===== config.mk =====
export PLATFORM = sky130hd
export DESIGN_NAME = pulse_width_demod
export DESIGN_NICKNAME = d
export VERILOG_FILES = /design/src/rtl/bep_pkg.sv /design/src/rtl/line_sync.sv /design/src/rtl/pulse_width_demod.sv
export SDC_FILE = /design/constraint.sdc
export NUM_CORES = 1
export LEC_CHECK = 0
export CAP_MARGIN = 15
export CORE_UTILIZATION = 52
export CTS_BUF_LIST = sky130_fd_sc_hd__clkbuf_4 sky130_fd_sc_hd__clkbuf_8
export DETAILED_ROUTE_END_ITERATION = 10
export GPL_ROUTABILITY_DRIVEN = 0
export PLACE_DENSITY = 0.88
export SETUP_SLACK_MARGIN = 0.5
export SLEW_MARGIN = 20
export SYNTH_ARGS = -nofsm -noshare
export SYNTH_HDL_FRONTEND = slang
export SYNTH_SLANG_ARGS = --single-unit

===== constraint.sdc =====
create_clock -name clk -period 1.6 [get_ports clk]
set_input_delay 0.24 -clock clk [delete_from_list [all_inputs] [get_ports clk]]
set_output_delay 0.24 -clock clk [all_outputs]
set_load 0.03 [all_outputs]

===== src/rtl/bep_pkg.sv =====
// Shared definitions for the burst/edge pulse decoders: FSM state encoding
// and default timing constants, also used by the downstream field decoder.
package bep_pkg;

    typedef enum logic [1:0] {
        ST_IDLE  = 2'd0,
        ST_HIGH  = 2'd1,
        ST_LOW   = 2'd2,
        ST_ABORT = 2'd3
    } bep_state_e;

    localparam int BEP_MIN_PULSE  = 8;
    localparam int BEP_THRESH     = 40;
    localparam int BEP_MAX_PULSE  = 120;
    localparam int BEP_GAP_CYCLES = 400;
    localparam int BEP_CNT_W      = 10;

endpackage


===== src/rtl/line_sync.sv =====
// Input conditioning for the pulse-width line: 2-FF synchronizer, optionally
// followed by a 3-sample majority filter (PULSE_WIDTH_DEMOD_GLITCH_FILTER_EN).
// The filter delays both edges by 2 cycles, so pulse widths are preserved
// while single-cycle glitches never reach a 2-of-3 majority.
module line_sync (
    input  logic clk_i,
    input  logic rst_ni,
    input  logic d_i,
    output logic s_o
);

    logic meta_q;
    logic sync_q;

    // Two-flop synchronizer for the asynchronous raw line
    always_ff @(posedge clk_i or negedge rst_ni) begin
        if (!rst_ni) begin
            meta_q <= 1'b0;
            sync_q <= 1'b0;
        end else begin
            meta_q <= d_i;
            sync_q <= meta_q;
        end
    end

`ifdef PULSE_WIDTH_DEMOD_GLITCH_FILTER_EN
    logic [1:0] hist_q;
    logic       filt_q;
    logic       maj;

    // Majority vote over the current and two previous synchronized samples
    always_comb begin
        maj = (sync_q & hist_q[0]) | (sync_q & hist_q[1]) | (hist_q[0] & hist_q[1]);
    end

    // Sample history and registered filter output
    always_ff @(posedge clk_i or negedge rst_ni) begin
        if (!rst_ni) begin
            hist_q <= '0;
            filt_q <= 1'b0;
        end else begin
            hist_q <= {hist_q[0], sync_q};
            filt_q <= maj;
        end
    end

    assign s_o = filt_q;
`else
    assign s_o = sync_q;
`endif

endmodule


===== src/rtl/pulse_width_demod.sv =====
// Pulse-width demodulator: measures high widths of the synchronized line,
// decodes short/long pulses as 0/1 and frames them by long low gaps.
// Optional macro: PULSE_WIDTH_DEMOD_GLITCH_FILTER_EN (majority filter in line_sync).
module pulse_width_demod
    import bep_pkg::*;
#(
    parameter int MIN_PULSE  = BEP_MIN_PULSE,
    parameter int THRESH     = BEP_THRESH,
    parameter int MAX_PULSE  = BEP_MAX_PULSE,
    parameter int GAP_CYCLES = BEP_GAP_CYCLES,
    parameter int CNT_W      = BEP_CNT_W
) (
    input  logic       clk,
    input  logic       rst_n,
    input  logic       digital_in,
    output logic       bit_valid,
    output logic       bit_data,
    output logic       frame_start,
    output logic       frame_end,
    output logic       frame_error,
    output logic [7:0] bit_count,
    output logic       busy
);

    localparam logic [CNT_W-1:0] ONE_C      = CNT_W'(1);
    localparam logic [CNT_W-1:0] MIN_C      = CNT_W'(MIN_PULSE);
    localparam logic [CNT_W-1:0] THR_C      = CNT_W'(THRESH);
    localparam logic [CNT_W-1:0] MAX_C      = CNT_W'(MAX_PULSE);
    localparam logic [CNT_W-1:0] GAP_LAST_C = CNT_W'(GAP_CYCLES - 1);

    logic             s;
    bep_state_e       state_q, state_d;
    logic [CNT_W-1:0] cnt_q, cnt_d;
    logic             started_q, started_d;
    logic [7:0]       bit_count_q, bit_count_d;
    logic             valid_q, valid_d;
    logic             data_q, data_d;
    logic             start_q, start_d;
    logic             end_q, end_d;
    logic             err_q, err_d;
    logic             emit;
    logic             emit_bit;

    line_sync u_sync (
        .clk_i  (clk),
        .rst_ni (rst_n),
        .d_i    (digital_in),
        .s_o    (s)
    );

    // State, counter and registered strobes
    always_ff @(posedge clk or negedge rst_n) begin
        if (!rst_n) begin
            state_q     <= ST_IDLE;
            cnt_q       <= '0;
            started_q   <= 1'b0;
            bit_count_q <= '0;
            valid_q     <= 1'b0;
            data_q      <= 1'b0;
            start_q     <= 1'b0;
            end_q       <= 1'b0;
            err_q       <= 1'b0;
        end else begin
            state_q     <= state_d;
            cnt_q       <= cnt_d;
            started_q   <= started_d;
            bit_count_q <= bit_count_d;
            valid_q     <= valid_d;
            data_q      <= data_d;
            start_q     <= start_d;
            end_q       <= end_d;
            err_q       <= err_d;
        end
    end

    // Next-state decode: width measurement, gap timing and bit emission
    always_comb begin
        state_d     = state_q;
        cnt_d       = cnt_q;
        started_d   = started_q;
        bit_count_d = bit_count_q;
        valid_d     = 1'b0;
        data_d      = 1'b0;
        start_d     = 1'b0;
        end_d       = 1'b0;
        err_d       = 1'b0;
        emit        = 1'b0;
        emit_bit    = 1'b0;

        case (state_q)
            ST_IDLE: begin
                if (s) begin
                    state_d   = ST_HIGH;
                    cnt_d     = ONE_C;
                    started_d = 1'b0;
                end
            end
            ST_HIGH: begin
                if (s) begin
                    if (cnt_q == MAX_C) begin
                        err_d   = 1'b1;
                        state_d = ST_ABORT;
                        cnt_d   = '0;
                    end else begin
                        cnt_d = cnt_q + ONE_C;
                    end
                end else begin
                    // The edge that sees the line low is already the first low sample
                    cnt_d = ONE_C;
                    if (cnt_q < MIN_C) begin
                        err_d   = 1'b1;
                        state_d = ST_ABORT;
                    end else begin
                        emit     = 1'b1;
                        emit_bit = (cnt_q >= THR_C);
                        state_d  = ST_LOW;
                    end
                end
            end
            ST_LOW: begin
                if (s) begin
                    state_d = ST_HIGH;
                    cnt_d   = ONE_C;
                end else if (cnt_q == GAP_LAST_C) begin
                    end_d   = 1'b1;
                    state_d = ST_IDLE;
                    cnt_d   = '0;
                end else begin
                    cnt_d = cnt_q + ONE_C;
                end
            end
            ST_ABORT: begin
                if (s) begin
                    cnt_d = '0;
                end else if (cnt_q == GAP_LAST_C) begin
                    state_d = ST_IDLE;
                    cnt_d   = '0;
                end else begin
                    cnt_d = cnt_q + ONE_C;
                end
            end
            default: begin
                state_d = ST_IDLE;
                cnt_d   = '0;
            end
        endcase

        if (emit) begin
            valid_d = 1'b1;
            data_d  = emit_bit;
            if (!started_q) begin
                start_d     = 1'b1;
                started_d   = 1'b1;
                bit_count_d = 8'd1;
            end else if (bit_count_q != 8'hFF) begin
                bit_count_d = bit_count_q + 8'd1;
            end
        end
    end

    assign bit_valid   = valid_q;
    assign bit_data    = data_q;
    assign frame_start = start_q;
    assign frame_end   = end_q;
    assign frame_error = err_q;
    assign bit_count   = bit_count_q;
    assign busy        = (state_q != ST_IDLE);

endmodule


==> results of run 1 <==
[kinds of logic after synthesis]
group / Yosys count / share of synthesized area [%]
and+or+nand+nor: 65 / 23.2
AOI/OAI and AO/OA: 46 / 21.7
DFF: 28 / 46.1
buffers and inverters: 15 / 4.04
xor gates and xnor gates: 3 / 1.73
adders and majority gates: 3 / 2.47
muxes: 1 / 0.659
[stage by stage]
step	setup WS, ns	util, %
after CTS	-0.0822	87.9
after detailed placement	-0.151	76.0
after global placement	-0.0784	76.0
after floorplan	-0.126	-
[synth_stat cells, types with 2 or more instances]
master / count
or3_1: 3
a21o_1: 8
or2_2: 3
nand4_1: 2
o21ai_0: 10
ha_1: 3
a21oi_1: 6
a31oi_1: 2
o31ai_1: 7
xnor2_1: 2
inv_1: 8
a22oi_1: 4
nand4b_1: 2
nand3_1: 9
clkbuf_1: 5
nor3_1: 4
dfrtp_1: 28
nor2_1: 11
nor2b_1: 2
nor4_1: 5
or4_1: 4
nand2_1: 13
[what timing repair did]
| item | in CTS |
|---|---|
| pin swaps | 13 |
| gates resized for setup | 131 |
| setup buffers | 13 |
| gates cloned | 1 |
| endpoints found under the setup margin | 40 |
==> impl_metrics.yaml, run 1 <==
outcome:
  status: "stopped before the end"
  haltStage: "global routing (5_1_grt)"
  tool.error: "[ERROR DPL-0033] detailed placement checks failed during check placement."
synthesis:
  yosysUniqueCellTypes: 42
  ys.flop_type: "dfrtp_1"
  ys_ff_latch: 28
  synthDominantCellAreaShare_pct: 46.1
  synthTopCellsByArea: "dfrtp_1 (46%), a21o_1 (4.0%), o31ai_1 (3.5%)"
  yosysWarnings: 0
  synth_edf_count: 0
  synth_top_cell_by_area: "dfrtp_1"
  yosysSeqAreaShare_pct: 46.1
  avgSynthCellArea_sq_um: 9.43
  syn_area_sq_mm: 0.00152
  syn_inst: 161
  syn_nets: 167
  postSynth.asyncResetShare_pct: 100
floorplan:
  dieHeight_um: 56.0
  fp-row-count: 19
  initial_utilization_pct: 55.1
  die_w_um: 56.0
  pin_count: 17
placed_design:
  io_buffers: 16
  dpl.hpwl_um: 3010
  placed_cells: 248
  placed_cell_area_sq_mm: 0.00210
grt:
  grt_max_degree: 29
  grt_antenna_before_repair: 0
clock_network:
  clock-sinks: 28
  ctsHoldBuffers: 0
  root_buffer: "clkbuf_4"
  clockBufferDepth: 2
  htreeDepth: 1
  cts_buffers: 3
timing:
  worst_endpoint: "cnt_q[2]$_DFFE_PN0P_/D"
  worstEpCategory: "register input"
==> run 2, diff against run 1 <==
Settings changed: CORE_UTILIZATION 52 to 40, CTS_BUF_LIST sky130_fd_sc_hd__clkbuf_4 sky130_fd_sc_hd__clkbuf_8 to unset, PLACE_DENSITY 0.88 to unset, PLACE_DENSITY_LB_ADDON set to 0.15, SETUP_SLACK_MARGIN 0.5 to unset.
Clock period 1.6 ns to 2.1 ns, I/O delays scaled along.
==> impl_metrics.yaml, run 2 <==
power_and_ir_drop:
  ir_drop_v: 0.000384
  cellPowerDensity_mw_per_mm2: 635
  p_leak_nw: 0.797
grt:
  grt_max_degree: 29
  overflow: 0
  grt_pass1_vias: 1236
  grt_pass1_wl_um: 5820
  grt_usage_pct: 18.4
  grt_antenna_before_repair: 0
floorplan:
  die_area_sq_mm: 0.00405
  pin_count: 17
  dieHeight_um: 63.6
  fp-row-count: 22
  die_w_um: 63.6
  core_area_sq_mm: 0.00366
  initial_utilization_pct: 41.5
timing:
  setup-tns-final_ns: 0
  max_freq_ghz: 0.494
  rsz0062_at_grt: "false"
  post-route-min-period_ns: 2.03
  finalHoldViolations: 0
  tightestPinTransition_ns: 0.633
  fin_skew_ns: 0.00534
  max-slew-margin-rel_pct: 57.6
  min_period_over_period_pct: 96.5
  setup_viol: 0
  slew_violations: 0
final_layout:
  largest_register: "cnt_q"
  nets: 192
  largest_register_ffs: 10
  diodes: 0
  finalNonFillerCells: 233
  layout_common_cells: "dfrtp_1 (28), clkdlybuf4s50_1 (16), nand2_1 (13), nor2_1 (11), buf_4 (11)"
  layout_commonest_cell: "dfrtp_1"
  final_util_pct: 50.5
  area_growth_pct: 21.8
  drive_gt1_share_pct: 12.4
clock_network:
  postCtsResizedCells: 0
  cts_buffers: 3
  clk_latency_ns: 0.27
  clockBufferDepth: 2
  htreeDepth: 1
  clkTransAtPathRegs_ns: 0.09
  post_cts_buffers: 0
  cts_tree: "yes"
  clock-sinks: 28
  root_buffer: "clkbuf_8"
  ctsHoldBuffers: 0
placed_design:
  io_buffers: 16
  placed_cells: 229
  dpl.hpwl_um: 2460
synthesis:
  yosysMostFrequentCell: "dfrtp_1"
  syn_area_sq_mm: 0.00152
  synth_top_cell_by_area: "dfrtp_1"
  syn_inst: 161
  synth_edf_count: 0
  synthDominantCellAreaShare_pct: 46.1
  synth_common_cells: "dfrtp_1 (28), nand2_1 (13), nor2_1 (11)"
  synthTopCellsByArea: "dfrtp_1 (46%), a21o_1 (4.0%), o31ai_1 (3.5%)"
  postSynth.asyncResetShare_pct: 100
  yosysUniqueCellTypes: 42
  avgSynthCellArea_sq_um: 9.43
  ys.flop_type: "dfrtp_1"
  ys_ff_latch: 28
  syn_nets: 167
  yosysWarnings: 0
  yosysSeqAreaShare_pct: 46.1
setup_path:
  endpoint_kind: "primary output"
  worstPathRequired_ns: 1.78
  crit_type: "reg -> out"
  r2r_cells: 4
  worstSetupStartpointType: "flip-flop"
  startpoint: "state_q[0]"
  critPathMaxFanout: 9
  crit_arrival_ns: 1.71
  reg2reg_from: "state_q[1]"
routing:
  drt_iter0_markers: 63
  vias: 1327
  detailedRoute.firstPassIterationCount: 4
  wirelength_um: 3320
  drc: 0
  ant_nets: 0
  post_drt_wl_per_cell_um: 14.3
  via_per_inst: 5.70
worst_hold_path:
  hold_path.startpoint: "u_sync.meta_q"
  hold_depth: 0
  min_path_type: "reg -> reg"
run:
  drv_cap: 0
outcome:
  status: "finished clean"
[run 2: critical path, cell delays in order, from the launching register on]
cell and delay, ns:
dfrtp_1 0.38, buf_4 0.16, or2_2 0.29, clkdlybuf4s50_1 0.60
[run 2: power breakdown]
| part | total [mW] | switching, mW | internal [mW] |
|---|---|---|---|
| Clock | 0.329 | 0.161 | 0.168 |
| Combinational | 0.216 | 0.112 | 0.104 |
| Sequential | 0.630 | 0.0532 | 0.577 |
| Total | 1.17 | 0.327 | 0.848 |
[run 2: cell families (layout without fill, tap and decap cells)]
| group | after synthesis | count (layout) | synth area share (%) |
|---|---|---|---|
| buf+inv | 15 | 39 | 4.04 |
| simple gates | 65 | 65 | 23.2 |
| flops | 28 | 28 | 46.1 |
| fa+ha+maj | 3 | 3 | 2.47 |
| compound gates | 46 | 46 | 21.7 |
| mux | 1 | 1 | 0.659 |
| xor+xnor | 3 | 3 | 1.73 |
[run 2: worst paths after layout]
kind,endpoint,slack [ns]
setup / recovery,busy,0.07
hold / removal,u_sync.s_o,0.37
setup reg to reg,bit_count[6],0.08
hold reg to reg,u_sync.s_o,0.37
max in group asynchronous,cnt_q[4],1.42
min in group asynchronous,bit_count[4],0.42
[run 2: metal layers]
metal  vias to the layer above  wire length (um)  share of wire (%)  GRT usage, %
met3                         4                72                2.2          3.44
met4                         0                29               0.87          5.11
met2                        20              1590                 48          29.7
li1                        643                 -                  -             -
met1                       660              1630                 49          24.9
met5                         -                 0                  0             0
[run 2: through the flow]
stage | worst slack (ns) | total power [mW] | hold WS [ns] | cell area, sq um
floorplan | 0.324 | 0.776 | 0.0194 | 1520
global placement | 0.147 | 0.849 | 0.339 | 1790
detailed placement | 0.0613 | 0.861 | 0.348 | 1790
CTS | 0.0291 | 1.19 | 0.371 | 1850
global route | 0.000543 | 1.25 | 0.382 | 1850
finish | 0.0739 | 1.17 | 0.366 | 1850
[run 2: area by class of cell]
type / instances / area [sq um]
flip-flops and latches: 28 / 701
fillers: 338 / 1810
clock buffers: 4 / 55.1
inverters: 8 / 30.0
repair buffers: 27 / 243
well taps: 48 / 60.1
multi-input cells: 118 / 762
No activity file was read; power rests on OpenSTA's default activity.
==> run 3, diff against run 2 <==
Settings changed: SYNTH_HIERARCHICAL set to 1.
==> impl_metrics.yaml, run 3 <==
outcome:
  status: "finished clean"
grt:
  met1_usage_pct: 23.7
  grt_antenna_before_repair: 0
  overflow: 0
  grt_pass1_wl_um: 5580
  grt_max_degree: 29
  grt_pass1_vias: 1222
  grt_busiest_layer: "met2"
  globalRouteMet2Util_pct: 28.6
  grt_util_met3_pct: 3.93
  grt_usage_pct: 17.6
floorplan:
  dieHeight_um: 63.8
  pin_count: 17
  core_area_sq_mm: 0.00366
  die_w_um: 63.8
  fp-row-count: 22
  initial_utilization_pct: 41.7
  die_area_sq_mm: 0.00407
setup_path:
  endpoint_kind: "flip-flop"
  r2r_cells: 5
  crit_arrival_ns: 2.14
  startpoint: "cnt_q[6]"
  endpoint: "cnt_q[2]"
  worst-r2r-setup-slack_ns: 0.12
  worstPathRequired_ns: 2.26
  r2r-end: "cnt_q[2]"
  reg2reg_from: "cnt_q[6]"
  crit_type: "reg -> reg"
  worstSetupStartpointType: "flip-flop"
  critPathMaxFanout: 8
synthesis:
  syn_inst: 155
  yosysWarnings: 6
  yosysSeqAreaShare_pct: 45.9
  postSynth.asyncResetShare_pct: 100
  synth_edf_count: 0
  avgSynthCellArea_sq_um: 9.86
  syn_area_sq_mm: 0.00153
  synth_top_cell_by_area: "dfrtp_1"
  synthTopCellsByArea: "dfrtp_1 (46%), o31ai_1 (5.9%), a21oi_1 (3.9%)"
  synth_common_cells: "dfrtp_1 (28), a21oi_1 (12), o31ai_1 (12)"
  ys_ff_latch: 28
  yosysUniqueCellTypes: 42
  syn_nets: 161
  ys.flop_type: "dfrtp_1"
  yosysMostFrequentCell: "dfrtp_1"
  synthDominantCellAreaShare_pct: 45.9
worst_hold_path:
  hold_depth: 0
  hold_path.startpoint: "u_sync/meta_q"
  min_path_type: "reg -> reg"
timing:
  fin_skew_ns: 0.00763
  max_freq_ghz: 0.505
  setup-tns-final_ns: 0
  finalHoldViolations: 0
  tightestPinTransition_ns: 0.583
  rsz0062_at_grt: "false"
  min_period_over_period_pct: 94.3
  slew_violations: 0
  post-route-min-period_ns: 1.98
  setup_viol: 0
  max-slew-margin-rel_pct: 60.8
routing:
  vias: 1274
  drt_iter0_markers: 58
  detailedRoute.firstPassIterationCount: 4
  post_drt_wl_per_cell_um: 13.7
  via_per_inst: 5.56
  wirelength_um: 3140
  ant_nets: 0
  drc: 0
placed_design:
  io_buffers: 16
  dpl.hpwl_um: 2320
  placed_cell_area_sq_mm: 0.00182
final_layout:
  area_growth_pct: 22.9
  seq_area_sq_um: 701
  layout_common_cells: "dfrtp_1 (28), clkdlybuf4s50_1 (15), buf_4 (15), a21oi_1 (12), o31ai_1 (12)"
  layout_commonest_cell: "dfrtp_1"
  drive_gt1_share_pct: 17.7
  diodes: 0
  nets: 188
  largest_register: "cnt_q"
  final_util_pct: 51.3
  largest_register_ffs: 10
  multi_input_area_sq_um: 761
  finalInstanceArea_sq_mm: 0.00188
  n_fill_cell: 335
clock_network:
  ctsHoldBuffers: 0
  root_buffer: "clkbuf_8"
  htreeDepth: 1
  clkTransAtPathRegs_ns: 0.10
  clock-sinks: 28
  cts_buffers: 3
  clockBufferDepth: 2
  cts_tree: "yes"
  clk_latency_ns: 0.27
power_and_ir_drop:
  ir_drop_v: 0.000242
  cellPowerDensity_mw_per_mm2: 499
  p_leak_nw: 0.816
run:
  drv_cap: 0
run 3: changes by cell type after synthesis, moves of 2 or more:
cell,change
a21oi_1,+6
nor2_1,-6
o21ai_0,-6
o31ai_1,+5
a22o_2,+4
a21o_1,-2
buf_2,+2
nand2_1,-2
nand4b_1,-2
nor4_1,-2
or3_1,+2
run 3: cell families after synthesis:
| logic type | Yosys count | synth area share, % |
|---|---|---|
| AO/OA/AOI/OAI | 50 | 24.7 |
| XOR/XNOR | 2 | 1.15 |
| adder cells (fa/ha/maj) | 3 | 2.46 |
| buffers and inverters | 16 | 4.67 |
| flip-flops | 28 | 45.9 |
| multiplexers | 1 | 0.737 |
| AND/OR/NAND/NOR | 55 | 20.4 |
run 3: stage by stage:
stage,power [mW],setup WS [ns],hold WS (ns),std cells
finish,0.937,0.120,0.374,229
global route,0.983,0.0360,0.394,229
CTS,0.954,0.0252,0.386,229
detailed placement,0.619,0.139,0.342,225
global placement,0.618,0.211,0.347,225
floorplan,0.588,0.189,0.0194,155
run 3: worst min path at each step:
stage | to | slack [ns]
global placement | u_sync/s_o | 0.35
finish | u_sync/s_o | 0.37
detailed placement | u_sync/s_o | 0.34
global route | u_sync/s_o | 0.39
floorplan | bit_count[0] | 0.02
CTS | u_sync/s_o | 0.39
run 3: report_power, final:
group | switching [mW] | internal [mW]
clock network | 0.162 | 0.168
registers | 0.00782 | 0.546
logic | 0.0309 | 0.0230
total | 0.201 | 0.736
run 3: area by class of cell:
class	instances	share of cell area, %
timing repair buffer	31	14.7
tap	48	3.20
inverter	7	1.40
sequential	28	37.3
clock buffer	4	2.93
multi-input combinational	111	40.5
run 3: layer usage:
metal | vias to the layer above | part of all wire (%)
met4 | 0 | 0.45
li1 | 631 | -
met1 | 616 | 51
met5 | - | 0
met3 | 2 | 3.6
met2 | 25 | 45
run 3: timing repair:
item / in CTS / in global routing
setup endpoints to repair: 0 / 2
setup buffers: 0 / 0
resized for setup: 0 / 2
run 3: critical path: stages (launching register included):
cell	delay, ns
dfrtp_1	0.45
or3_4	0.43
o41ai_4	0.37
buf_4	0.23
nand2_4	0.07
a221o_1	0.31
==> run 4, diff against run 3 <==
Settings changed: CORE_MARGIN set to 2.
==> impl_metrics.yaml, run 4 (synthesis results as in run 3) <==
timing:
  finalHoldViolations: 0
  tightestPinTransition_ns: 0.532
  fin_ws_ns: 0.132
  holdWs_ns: 0.368
  post-route-min-period_ns: 1.97
  max_freq_ghz: 0.508
  min_period_over_period_pct: 93.7
  max-slew-margin-rel_pct: 64.2
  rsz0062_at_grt: "false"
  setup_viol: 0
  slew_violations: 0
  setup-tns-final_ns: 0
  fin_skew_ns: 0.00561
setup_path:
  slowest_delay_ns: 0.49
  cpMaxStageDelayCell: "dfrtp_1"
  critPathMaxFanout: 7
  worst-r2r-setup-slack_ns: 0.13
  r2r-end: "state_q[0]"
  r2r_cells: 6
  crit_arrival_ns: 2.14
  reg2reg_from: "cnt_q[0]"
  endpoint_kind: "flip-flop"
  worstSetupStartpointType: "flip-flop"
  worstPathRequired_ns: 2.28
  crit_type: "reg -> reg"
  path_cells: "ha_1 -> nand3_1 -> buf_4 -> nor4_1 -> a21oi_1 -> a21o_1"
grt:
  grt_pass1_wl_um: 5790
  grt_pass1_vias: 1288
  grt_busiest_layer: "met2"
  grt_usage_pct: 17.3
  globalRouteMet2Util_pct: 27.8
  overflow: 0
  grt_util_met3_pct: 2.21
  grt_antenna_before_repair: 0
  met1_usage_pct: 23.6
  grt_max_degree: 29
power_and_ir_drop:
  ir_drop_v: 0.000238
  finalPower_mw: 1.05
  p_leak_nw: 0.827
  cellPowerDensity_mw_per_mm2: 552
final_layout:
  layout_common_cells: "dfrtp_1 (28), buf_4 (16), clkdlybuf4s50_1 (15), a21oi_1 (12), o31ai_1 (12)"
  drive_gt1_share_pct: 17.6
  largest_register_ffs: 10
  finalInstanceArea_sq_mm: 0.00190
  diodes: 0
  largest_register: "cnt_q"
  area_growth_pct: 24.2
  layout_commonest_cell: "dfrtp_1"
  nets: 189
clock_network:
  clockBufferDepth: 2
  cts_tree: "yes"
  root_buffer: "clkbuf_8"
  cts_buffers: 3
  ctsHoldBuffers: 0
  clk_latency_ns: 0.28
  clkTransAtPathRegs_ns: 0.10
  htreeDepth: 1
  clock-sinks: 28
placed_design:
  placed_cell_area_sq_mm: 0.00182
  dp_slack_ns: 0.156
  io_buffers: 16
  dpl.hpwl_um: 2440
routing:
  post_drt_wl_per_cell_um: 15.0
  vias: 1298
  ant_nets: 0
  detailedRoute.firstPassIterationCount: 4
  drc: 0
  drt_iter0_markers: 75
  wirelength_um: 3460
  via_per_inst: 5.64
floorplan:
  fp-row-count: 22
  core_area_sq_mm: 0.00366
  die_area_sq_mm: 0.00433
  pin_count: 17
  initial_utilization_pct: 41.7
  dieHeight_um: 65.8
  die_w_um: 65.8
worst_hold_path:
  min_path_type: "reg -> reg"
  whs_endpoint: "u_sync/s_o"
  hold_path.startpoint: "u_sync/meta_q"
  hold_depth: 0
run:
  drv_cap: 0
outcome:
  status: "finished clean"
-- run 4: timing repair --
action	4_1_cts	5_1_grt
setup buffers	0	0
resized for setup	0	1
endpoints found under the setup margin	0	1
-- run 4: metal layers --
metal / vias to the layer above / wire length [um]
met4: 0 / 44
li1: 634 / -
met5: - / 0
met3: 4 / 88
met2: 22 / 1580
met1: 638 / 1740
-- run 4: through the flow --
stage          std cells  utilization (%)
2_1_floorplan        155                -
3_3_place_gp         226             49.8
3_5_place_dp         226             49.8
4_1_cts              230             51.7
5_1_grt              230             51.8
6_report             230             51.8
-- run 4: power breakdown --
group / switching [mW] / leakage (nW) / internal [mW]
sequential: 0.00811 / 0.374 / 0.546
clock: 0.182 / 0.0357 / 0.256
combinational: 0.0318 / 0.418 / 0.0238
-- run 4: worst max-delay path, delay by kind of cell (launching register included) --
| kind | cells | cell delay, ns |
|---|---|---|
| AO/OA/AOI/OAI | 2 | 0.34 |
| adder cells (fa/ha/maj) | 1 | 0.25 |
| buffers and inverters | 1 | 0.21 |
| flip-flops | 1 | 0.49 |
| AND/OR/NAND/NOR | 2 | 0.58 |
-- run 4: how the worst max path moves through the flow --
stage / startpoint / to / depth (start not counted)
6_report: cnt_q[0] / state_q[0] / 6
5_1_grt: cnt_q[0] / cnt_q[2] / 6
4_1_cts: state_q[0] / busy / 3
3_5_place_dp: cnt_q[0] / cnt_q[2] / 6
3_3_place_gp: cnt_q[0] / cnt_q[2] / 6
2_1_floorplan: cnt_q[4] / cnt_q[2] / 5
-- run 4: cell type report --
type | instances | area (sq um)
Clock buffer | 3 | 41.3
Clock inverter | 1 | 30.0
Fill cell | 334 | 1760
Inverter | 7 | 26.3
Multi-Input combinational cell | 111 | 756
Sequential cell | 28 | 701
Tap cell | 48 | 60.1
Timing Repair Buffer | 32 | 283
